### config.mk
export PLATFORM = sky130hd
export DESIGN_NAME = pipe_skid_stage
export DESIGN_NICKNAME = d
export VERILOG_FILES = /design/src/rtl/pipe_skid_stage.sv
export SDC_FILE = /design/constraint.sdc
export NUM_CORES = 1
export LEC_CHECK = 0
export ABC_CLOCK_PERIOD_IN_PS = 5400
export CAP_MARGIN = 20
export CORE_MARGIN = 1.5
export CORE_UTILIZATION = 56
export CTS_BUF_LIST = sky130_fd_sc_hd__clkbuf_4
export CTS_CLUSTER_SIZE = 12
export DETAILED_ROUTE_END_ITERATION = 8
export GPL_TIMING_DRIVEN = 0
export PLACE_DENSITY = 0.88
export SETUP_SLACK_MARGIN = 0.1
export SLEW_MARGIN = 25
export SYNTH_ARGS = -nofsm -noshare
export SYNTH_HDL_FRONTEND = slang
export SYNTH_SLANG_ARGS = --single-unit
### constraint.sdc
create_clock -name clk_in -period 5.4 [get_ports clk_in]
set_clock_uncertainty 0.05 [all_clocks]
set_input_delay 1.08 -clock clk_in [delete_from_list [all_inputs] [get_ports clk_in]]
set_output_delay 1.08 -clock clk_in [all_outputs]
set_load 0.01 [all_outputs]
### src/rtl/pipe_skid_stage.sv
// pipe_skid_stage: one pipeline stage with valid/ready handshakes on both sides.
//
// Entries are kept in order. M is the entry shown to the downstream side. When
// SKID_EN=1 there is also a second slot S. This lets up_ready_out be a pure
// function of registered state, so there is no combinational path from
// dn_ready_in. When SKID_EN=0 the stage holds one entry, and ready looks ahead
// at dn_ready_in.
//
// Ports:
//   clk_in          clock, rising edge
//   rst_in          synchronous active-high reset
//   rdy_in          global enable; low freezes state and blocks transfers
//   flush_in        discard all held entries
//   up_valid_in     upstream offers up_data_in
//   up_data_in      upstream payload
//   up_ready_out    stage can accept an entry this cycle
//   dn_valid_out    stage presents dn_data_out
//   dn_data_out     presented payload, NOP_VAL when empty
//   dn_ready_in     downstream accepts the presented entry
//   occ_out         number of held entries (0..2)
//   bubble_cnt_out  saturating count of cycles where downstream was ready but starved
module pipe_skid_stage #(
    parameter int unsigned       DATA_W  = 110,
    parameter logic [DATA_W-1:0] NOP_VAL = '0,
    parameter bit                SKID_EN = 1'b1
) (
    input  logic              clk_in,
    input  logic              rst_in,
    input  logic              rdy_in,
    input  logic              flush_in,
    input  logic              up_valid_in,
    input  logic [DATA_W-1:0] up_data_in,
    output logic              up_ready_out,
    output logic              dn_valid_out,
    output logic [DATA_W-1:0] dn_data_out,
    input  logic              dn_ready_in,
    output logic [1:0]        occ_out,
    output logic [15:0]       bubble_cnt_out
);

    logic              m_valid_q, m_valid_d;
    logic [DATA_W-1:0] m_data_q, m_data_d;
    logic              s_valid_q, s_valid_d;
    logic [DATA_W-1:0] s_data_q, s_data_d;
    logic [15:0]       bubble_cnt_q, bubble_cnt_d;
    logic              push, pop;

    always_comb begin
        if (SKID_EN) begin
            up_ready_out = !s_valid_q && !rst_in;
        end else begin
            up_ready_out = (!m_valid_q || dn_ready_in) && !rst_in;
        end
    end

    assign push = up_valid_in && up_ready_out && rdy_in && !flush_in;
    assign pop  = m_valid_q && dn_ready_in && rdy_in && !flush_in;

    always_comb begin
        m_valid_d    = m_valid_q;
        m_data_d     = m_data_q;
        s_valid_d    = s_valid_q;
        s_data_d     = s_data_q;
        bubble_cnt_d = bubble_cnt_q;

        if (flush_in) begin
            // Flush does not depend on rdy_in.
            m_valid_d = 1'b0;
            m_data_d  = NOP_VAL;
            s_valid_d = 1'b0;
            s_data_d  = NOP_VAL;
        end else if (rdy_in) begin
            case ({push, pop})
                2'b10: begin
                    if (!m_valid_q) begin
                        m_valid_d = 1'b1;
                        m_data_d  = up_data_in;
                    end else if (SKID_EN) begin
                        s_valid_d = 1'b1;
                        s_data_d  = up_data_in;
                    end
                end
                2'b01: begin
                    if (s_valid_q) begin
                        m_data_d  = s_data_q;
                        s_valid_d = 1'b0;
                        s_data_d  = NOP_VAL;
                    end else begin
                        m_valid_d = 1'b0;
                        m_data_d  = NOP_VAL;
                    end
                end
                // A push can only happen with S empty, so the new entry replaces M directly.
                2'b11: m_data_d = up_data_in;
                default: ;
            endcase
        end

        // The bubble count ignores flush_in. It is gated only by the global enable.
        if (rdy_in && dn_ready_in && !m_valid_q && (bubble_cnt_q != 16'hFFFF)) begin
            bubble_cnt_d = bubble_cnt_q + 16'd1;
        end
    end

    always_ff @(posedge clk_in) begin
        if (rst_in) begin
            m_valid_q    <= 1'b0;
            m_data_q     <= NOP_VAL;
            s_valid_q    <= 1'b0;
            s_data_q     <= NOP_VAL;
            bubble_cnt_q <= 16'd0;
        end else begin
            m_valid_q    <= m_valid_d;
            m_data_q     <= m_data_d;
            s_valid_q    <= s_valid_d;
            s_data_q     <= s_data_d;
            bubble_cnt_q <= bubble_cnt_d;
        end
    end

    assign dn_valid_out   = m_valid_q;
    assign dn_data_out    = m_valid_q ? m_data_q : NOP_VAL;
    assign occ_out        = {1'b0, m_valid_q} + {1'b0, s_valid_q};
    assign bubble_cnt_out = bubble_cnt_q;

endmodule

# Word-level counts from Yosys, hierarchy flattened
# Cells that the tools add are included.
[word_totals]
regBits = 238
out_inout_bits = 130
wordCells = 47
[classes]
addsub = 2
eq_ne = 8
mux = 11
reduce_logical = 21
[op_table]
columns = ["operator", "n"]
rows = [
  ["$mux W110", 5],
  ["$pmux W110 S3", 1],
  ["$pmux W110 S2", 1],
  ["$add A16 B1 Y16 const B", 1],
  ["$ne A16 B16 Y1 const B", 1],
  ["$logic_and A1 B1 Y1", 10],
  ["$reduce_and A3 Y1", 3],
  ["$ne A2 B2 Y1 const B", 4],
  ["$eq A2 B2 Y1 const B", 2],
  ["$logic_not A1 Y1", 4],
  ["$pmux W1 S2", 2],
  ["$reduce_and A4 Y1", 1],
  ["$reduce_bool A3 Y1", 1],
  ["$add A1 B1 Y2", 1],
  ["$eq A2 B1 Y1 const B", 1],
  ["$mux W1", 2],
  ["$reduce_bool A2 Y1", 1],
  ["$reduce_or A2 Y1", 1],
]

# Longest topological paths before layout
# Gate-level depths: netlist of the first run.
[logic_depth]
depth_word = 8
ltp_mapped = 11

# Least setup slack after synthesis of the first run
# OpenSTA, ideal clock, no wires.
[synth_timing]
path_type = "in2reg"
startpoint = "input port flush_in"
endpoint = "register s_data_q[10]"
t_arrival_ps = 3261
t_required_ps = 5218
path_slack_ps = 1957
path_stages = 9
cell_sequence = "or2_2 > clkbuf_1 > or3_1 > ha_1 > or4_1 > clkbuf_1 > clkbuf_1 > nand2_1 > a21oi_1"
[synth_between]
elab_chain_cells = 5
elab_cells_between_ends = 11
cone_classes = "eq/ne (4); mux (1); reduce/logical (6)"
[synth_lines]
columns = ["element", "line", "source"]
rows = [
  ["start, declared", "30", "input logic flush_in,"],
  ["$logic_not A1 Y1", "56, 57", ""],
  ["$logic_and A1 B1 Y1 (on tied branches)", "57, 56", ""],
  ["$eq A2 B1 Y1 or $eq A2 B2 Y1 (tied branches)", "73", "case ({push, pop})"],
  ["$ne A2 B2 Y1 (no source line) or $reduce_bool A2 Y1 (tied branches)", "n/a", ""],
  ["$reduce_and A4 Y1 (no source line)", "n/a", ""],
  ["end signal, assigned", "116", "s_data_q <= s_data_d;"],
  ["end, declared", "44", "logic [DATA_W-1:0] s_data_q, s_data_d;"],
]
# Several ways; a longest one is shown, not always the timed one.
# A chain may end at the register's enable or synchronous reset.

# Worst setup path in the final report of the first run
[layout_timing]
startpoint = "register m_valid_q, in the netlist dn_valid_out"
endpoint = "output port dn_data_out[45]"
[layout_between]
elab_chain_cells = 1
[layout_lines]
columns = ["element", "line", "source"]
rows = [
  ["start, declared", "41", "logic m_valid_q, m_valid_d;"],
  ["start signal, assigned", "113", "m_valid_q <= m_valid_d;"],
  ["$mux W110", "122", "assign dn_data_out = m_valid_q ? m_data_q : NOP_VAL;"],
  ["end, declared", "35", "output logic [DATA_W-1:0] dn_data_out,"],
]
# No other way between the ends.

==> results of run 1 <==
-- final timing paths --
path                startpoint         endpoint  slack [ns]  cells after the start
setup / recovery  dn_valid_out  dn_data_out[45]        0.99                      5
hold / removal     s_data_q[4]      s_data_q[4]        0.40                      2
setup reg to reg  dn_valid_out     m_data_q[51]        1.33                      9
hold reg to reg    s_data_q[4]      s_data_q[4]        0.40                      2
-- layout by cell type (no fill, tap or decap), drive strengths merged, types with 2 or more instances in the layout --
cell,synthesis,final
clkdlybuf4s50,0,245
dfxtp,238,238
nand2,227,227
clkbuf,120,202
a21oi,122,122
nor2,119,119
nand3,114,114
nand3b,111,111
and2,110,110
a311oi,110,110
buf,18,18
clkinv,0,17
or3,9,9
o21ai,8,8
inv,6,7
ha,6,6
nor4,5,5
nor2b,4,4
o31ai,4,4
or4,4,4
nand4,4,4
and3,3,3
mux2i,3,3
o2111ai,2,2
xor2,2,2
nor3,2,2
nand2b,2,2
-- flip-flops by register name (all words and copies together) (netlist names) --
register	cells
dn_valid_out	1
m_data_q	110
s_data_q	110
s_valid_q	1
bubble_cnt_out	16
-- power groups by stage --
| stage | Clock (mW) | Combinational, mW | Sequential (mW) |
|---|---|---|---|
| after floorplan | 0 | 0.0859 | 1.81 |
| after global placement | 0 | 0.218 | 1.81 |
| after detailed placement | 0 | 0.222 | 1.81 |
| after CTS | 1.47 | 0.223 | 1.77 |
| after global routing | 1.58 | 0.242 | 1.77 |
| final | 1.46 | 0.226 | 1.77 |
-- cell type report --
type	count	area [um^2]	share of cell area, %
tap	260	325	2.27
clock buffer	82	616	4.30
buffer	138	547	3.82
multi-input combinational	980	5500	38.4
clock inverter	19	100	0.699
inverter	6	22.5	0.157
antenna	1	2.50	0.0175
timing repair buffer	245	2450	17.1
sequential	238	4760	33.3
-- critical path, delay by kind of cell, from the launching register on --
family	cells	cell delay, ns
buffers and inverters	4	1.95
and+or+nand+nor	1	0.19
DFF	1	0.43
-- kinds of logic (layout without fill, tap and decap cells) --
| group | count (synthesis) | in the layout | synth area share, % |
|---|---|---|---|
| buffers and inverters | 144 | 490 | 5.26 |
| AO/OA/AOI/OAI | 250 | 250 | 15.6 |
| adder cells (fa/ha/maj) | 6 | 6 | 0.693 |
| flip-flops | 238 | 238 | 44.0 |
| AND/OR/NAND/NOR | 718 | 718 | 33.9 |
| multiplexers | 4 | 4 | 0.381 |
| XOR/XNOR | 2 | 2 | 0.162 |
| other | 0 | 1 | 0 |
-- layer usage --
metal,track usage (%),routed length [um],vias up
met2,51.8,15400,580
met3,6.16,2920,116
li1,-,-,5413
met5,0,13,-
met1,41.9,13500,5235
met4,16.0,1430,2
-- per-stage QoR --
| stage | total power [mW] | util (%) | hold slack [ns] |
|---|---|---|---|
| floorplan | 1.90 | - | 0.382 |
| detailed placement | 2.03 | 72.3 | 0.394 |
| global placement | 2.03 | 72.3 | 0.388 |
| CTS | 3.47 | 76.1 | 0.402 |
| global route | 3.59 | 76.1 | 0.414 |
| finish | 3.46 | 76.1 | 0.401 |
==> flow_metrics.tcl, run 1 <==
set metrics [dict create \
    drc 0 \
    routed_wl_um 33300 \
    power_switching_mw 0.844 \
    viasPerCell 5.76 \
    cts_buffers 59 \
    grt_pass1_vias 10500 \
    crit_arrival_ns 3.28 \
    clk-insertion-delay-late_ns 0.71 \
    sw_frac_of_total_pct 24.4 \
    fin_crit_sh_pct 81.6 \
    grt-ovfl-total 0 \
    hp-class "reg -> reg" \
    path_clk_slew_ns 0.06 \
    rsz0062_at_grt "false" \
    syn_inst 1362 \
    die_w_um 142 \
    netlist_area_um2 10800 \
    fin_area_um2 14300 \
    h-tree-depth 2 \
    synth_edf_count 0 \
    path_common_cell "clkbuf_1" \
    synth_top_area_share_pct 44.0 \
    dr.pass1.iters 8 \
    place_ws_ns 0.797 \
    tightest_slew_ns 0.963 \
    post-cts-setup-buffer-count 0 \
    ir_drop_mv 0.147 \
    dieArea_um2 20200 \
    synth-seq-cells 238 \
    synth_warnings 0 \
    synth_commonest_cells "dfxtp_1 (238), nand2_1 (227), a21oi_1 (122), clkbuf_1 (120), nor2_1 (119)" \
    p_seq_share_pct 51.2 \
    period_needed_ns 4.41 \
    antenna_found_initial 4 \
    path_cells "buf_6 > clkbuf_1 > clkbuf_1 > and2_1 > clkdlybuf4s50_1" \
    slew_violations 0 \
    fin_setup_tns_ns 0 \
    crit_type "reg -> out" \
    synth-main-ff-cell "dfxtp_1" \
    route.vias.total 11300 \
    nFillCells 1468 \
    cts_resized 0 \
    p_int_mw 2.62 \
    core_um2 18800 \
    startpoint_type "register" \
    cts_tree "built" \
    grt_pass1_wl_um 52800 \
    wl_per_cell_um 16.9 \
    fin_cells 1969 \
    place.gp.congestion 0.866 \
    yosys-top-cells-area "dfxtp_1 (44%), a311oi_1 (8.9%), nand2_1 (7.9%), nand3b_1 (7.6%), and2_1 (6.4%)" \
    synth_top_area_cell "dfxtp_1" \
    power.density_nw_per_um2 242 \
    cts_sinks 238 \
    cts_hold_buf 0 \
    cap_violations 0 \
    crit_path_max_fanout 10 \
    max_freq_ghz 0.227 \
    ant_nets 0 \
    critPathRequiredTime_ns 4.27 \
    place_inst 1867 \
    power_frac_clock_pct 42.3 \
    critPathMaxStageDelay_ns 0.73 \
    portBuffers 245 \
    synth.most_common_cell "dfxtp_1" \
    placed_cell_area_um2 13600 \
    cp-end-kind "output port" \
    final_hold_viol_count 0 \
    clock_path_buffers 3 \
    pin_count 246 \
    finalSetupViolCount 0 \
    die_h_um 142 \
    place_hpwl_um 23100 \
    yosysSeqAreaShare_pct 44.0 \
    grt_max_degree 16 \
    power_frac_comb_pct 6.5 \
    clockRootBuffer "clkbuf_4" \
    area_delta_synth_final_pct 32.3 \
    maxSlewHeadroom_pct 35.8 \
    drive_gt1_share_pct 6.62 \
    initial_utilization_pct 57.5 \
    async_flop_share_pct 0 \
    ys_types 39 \
    grt_use_total_pct 32.3 \
    crit_path_top_delay_cell "clkbuf_1" \
    nets 1790 \
    drtIter0Drc 800 \
    p_leak_nw 4.79 \
    fp-row-count 50 \
    avgSynthCellArea_um2 7.95 \
    status "completed" \
    setup_ws_ns 0.994 \
    syn_nets 1484 \
]
(Power assumes the default switching activity.)
==> inputs of run 2 (changes only) <==
- ABC_CLOCK_PERIOD_IN_PS: 5400 -> 4000
- CORE_UTILIZATION: 56 -> 47
- PLACE_DENSITY: 0.88 -> 0.78
- clock period: 5.4 -> 4 ns (I/O delays scaled with it)
==> flow_metrics.tcl, run 2 (synthesized netlist as in run 1, its figures left out) <==
set metrics [dict create \
    status "completed" \
    path_cells "buf_6 > clkbuf_2 > clkbuf_1 > and2_1 > clkdlybuf4s50_1" \
    ant_nets 0 \
    rr_endpoint "s_data_q[47]" \
    post-cts-setup-buffer-count 0 \
    final_hold_viol_count 0 \
    power.density_nw_per_um2 323 \
    die_h_um 155 \
    sw_frac_of_total_pct 24.6 \
    portBuffers 245 \
    p_leak_nw 4.81 \
    place_ws_ns -0.375 \
    critPathRequiredTime_ns 3.15 \
    crit_family "buffers and inverters" \
    viasPerCell 5.52 \
    core_um2 22600 \
    cp.depth 5 \
    clk-insertion-delay-late_ns 0.69 \
    grt_busiest_layer "met2" \
    crit_path_end "dn_data_out[74]" \
    nets 1791 \
    place_inst 1892 \
    clockRootBuffer "clkbuf_4" \
    reg2reg_slack_ns 0.45 \
    routed_wl_um 33100 \
    cts_tree "built" \
    place.gp.congestion 0.889 \
    ir_drop_mv 0.206 \
    power_frac_comb_pct 6.5 \
    fin_setup_tns_ns 0 \
    drc 0 \
    cp-end-kind "output port" \
    fin_crit_sh_pct 93.0 \
    grt_max_degree 16 \
    cts_sinks 238 \
    die_w_um 155 \
    met1_usage_pct 33.9 \
    crit_path_top_delay_cell "clkdlybuf4s50_1" \
    fin_cells 1999 \
    hp-class "reg -> reg" \
    fin_area_um2 14400 \
    setup_ws_ns 0.279 \
    use_met2_pct 45.6 \
    slew_violations 0 \
    cts_buffers 60 \
    critPathMaxStageDelay_ns 0.60 \
    r2r_cells 11 \
    grt_pass1_wl_um 52700 \
    max_freq_ghz 0.269 \
    h-tree-depth 2 \
    cap_violations 0 \
    wl_per_cell_um 16.6 \
    fin_total_pwr_mw 4.64 \
    power_switching_mw 1.14 \
    cp.buffers_inverters 4 \
    final_cell_mix "clkdlybuf4s50_1 (245), dfxtp_1 (238), nand2_1 (227)" \
    placed_cell_area_um2 13600 \
    crit_arrival_ns 2.87 \
    cp-startpoint "dn_valid_out" \
    dieArea_um2 24000 \
    place_hpwl_um 23500 \
    final_common_cell "clkdlybuf4s50_1" \
    p_int_mw 3.50 \
    initial_utilization_pct 47.8 \
    clock_path_buffers 3 \
    rsz0062_at_grt "false" \
    finalSetupViolCount 0 \
    whs_ns 0.399 \
    area_delta_synth_final_pct 32.6 \
    cts_hold_buf 0 \
    gr-usage-met3_pct 4.76 \
    fp-row-count 55 \
    dr.pass1.iters 5 \
    fin_util_pct 63.4 \
    period_needed_ns 3.72 \
    drtIter0Drc 687 \
    tightest_slew_ns 0.912 \
    r2r-start "s_valid_q" \
    power_frac_clock_pct 41.9 \
    pin_count 246 \
    grt_use_total_pct 27.1 \
    path_clk_slew_ns 0.07 \
    crit_type "reg -> out" \
    startpoint_type "register" \
    crit_path_max_fanout 10 \
    drive_gt1_share_pct 7.07 \
    grt_pass1_vias 10600 \
    route.vias.total 11000 \
    maxSlewHeadroom_pct 39.2 \
    p_seq_share_pct 51.6 \
    grt-ovfl-total 0 \
    antenna_found_initial 2 \
]
==> run 2: power by group through the flow <==
stage	Clock, mW	Sequential, mW	Combinational [mW]
5_1_grt	2.10	2.39	0.327
4_1_cts	1.97	2.39	0.301
2_1_floorplan	0	2.45	0.116
3_5_place_dp	0	2.45	0.299
3_3_place_gp	0	2.45	0.297
6_report	1.94	2.39	0.303
==> run 2: final cells by class <==
| cell class | count | area [um^2] |
|---|---|---|
| well taps | 285 | 357 |
| clock buffers | 84 | 631 |
| plain buffers | 138 | 553 |
| clock inverters | 21 | 82.6 |
| inverters | 6 | 22.5 |
| multi-input cells | 980 | 5500 |
| diodes | 2 | 5.00 |
| repair buffers | 245 | 2450 |
| flip-flops and latches | 238 | 4760 |
| fillers | 2058 | 8280 |
==> run 2: routing by layer <==
| metal | vias up | share of wire, % |
|---|---|---|
| li1 | 5404 | - |
| met1 | 5090 | 42 |
| met3 | 83 | 7.4 |
| met5 | - | 0 |
| met4 | 0 | 3.5 |
| met2 | 449 | 47 |
==> run 2: worst min path at each step <==
stage | end | slack [ns] | depth (start not counted) | from
final | s_data_q[60] | 0.40 | 2 | s_data_q[60]
after CTS | s_data_q[24] | 0.40 | 2 | s_data_q[24]
after floorplan | s_data_q[109] | 0.38 | 2 | s_data_q[109]
after global routing | s_data_q[32] | 0.42 | 2 | s_data_q[32]
after global placement | s_data_q[25] | 0.39 | 2 | s_data_q[25]
after detailed placement | s_data_q[83] | 0.39 | 2 | s_data_q[83]
==> run 2: worst register-to-register path: stages, from the launching register on <==
cell and delay [ns]:
dfxtp_1 0.34, clkbuf_1 0.24, clkbuf_2 0.34, or3_1 0.51
inv_1 0.09, ha_1 0.20, nor2b_1 0.23, or4_1 0.16
clkbuf_1 0.60, clkbuf_1 0.46, nand2_1 0.11, a21oi_1 0.15
==> run 2: timing repair <==
item / 4_1_cts / 5_1_grt
setup endpoints to repair: 174 / 9
gates resized for setup: 4 / 2
pin swaps: 0 / 0
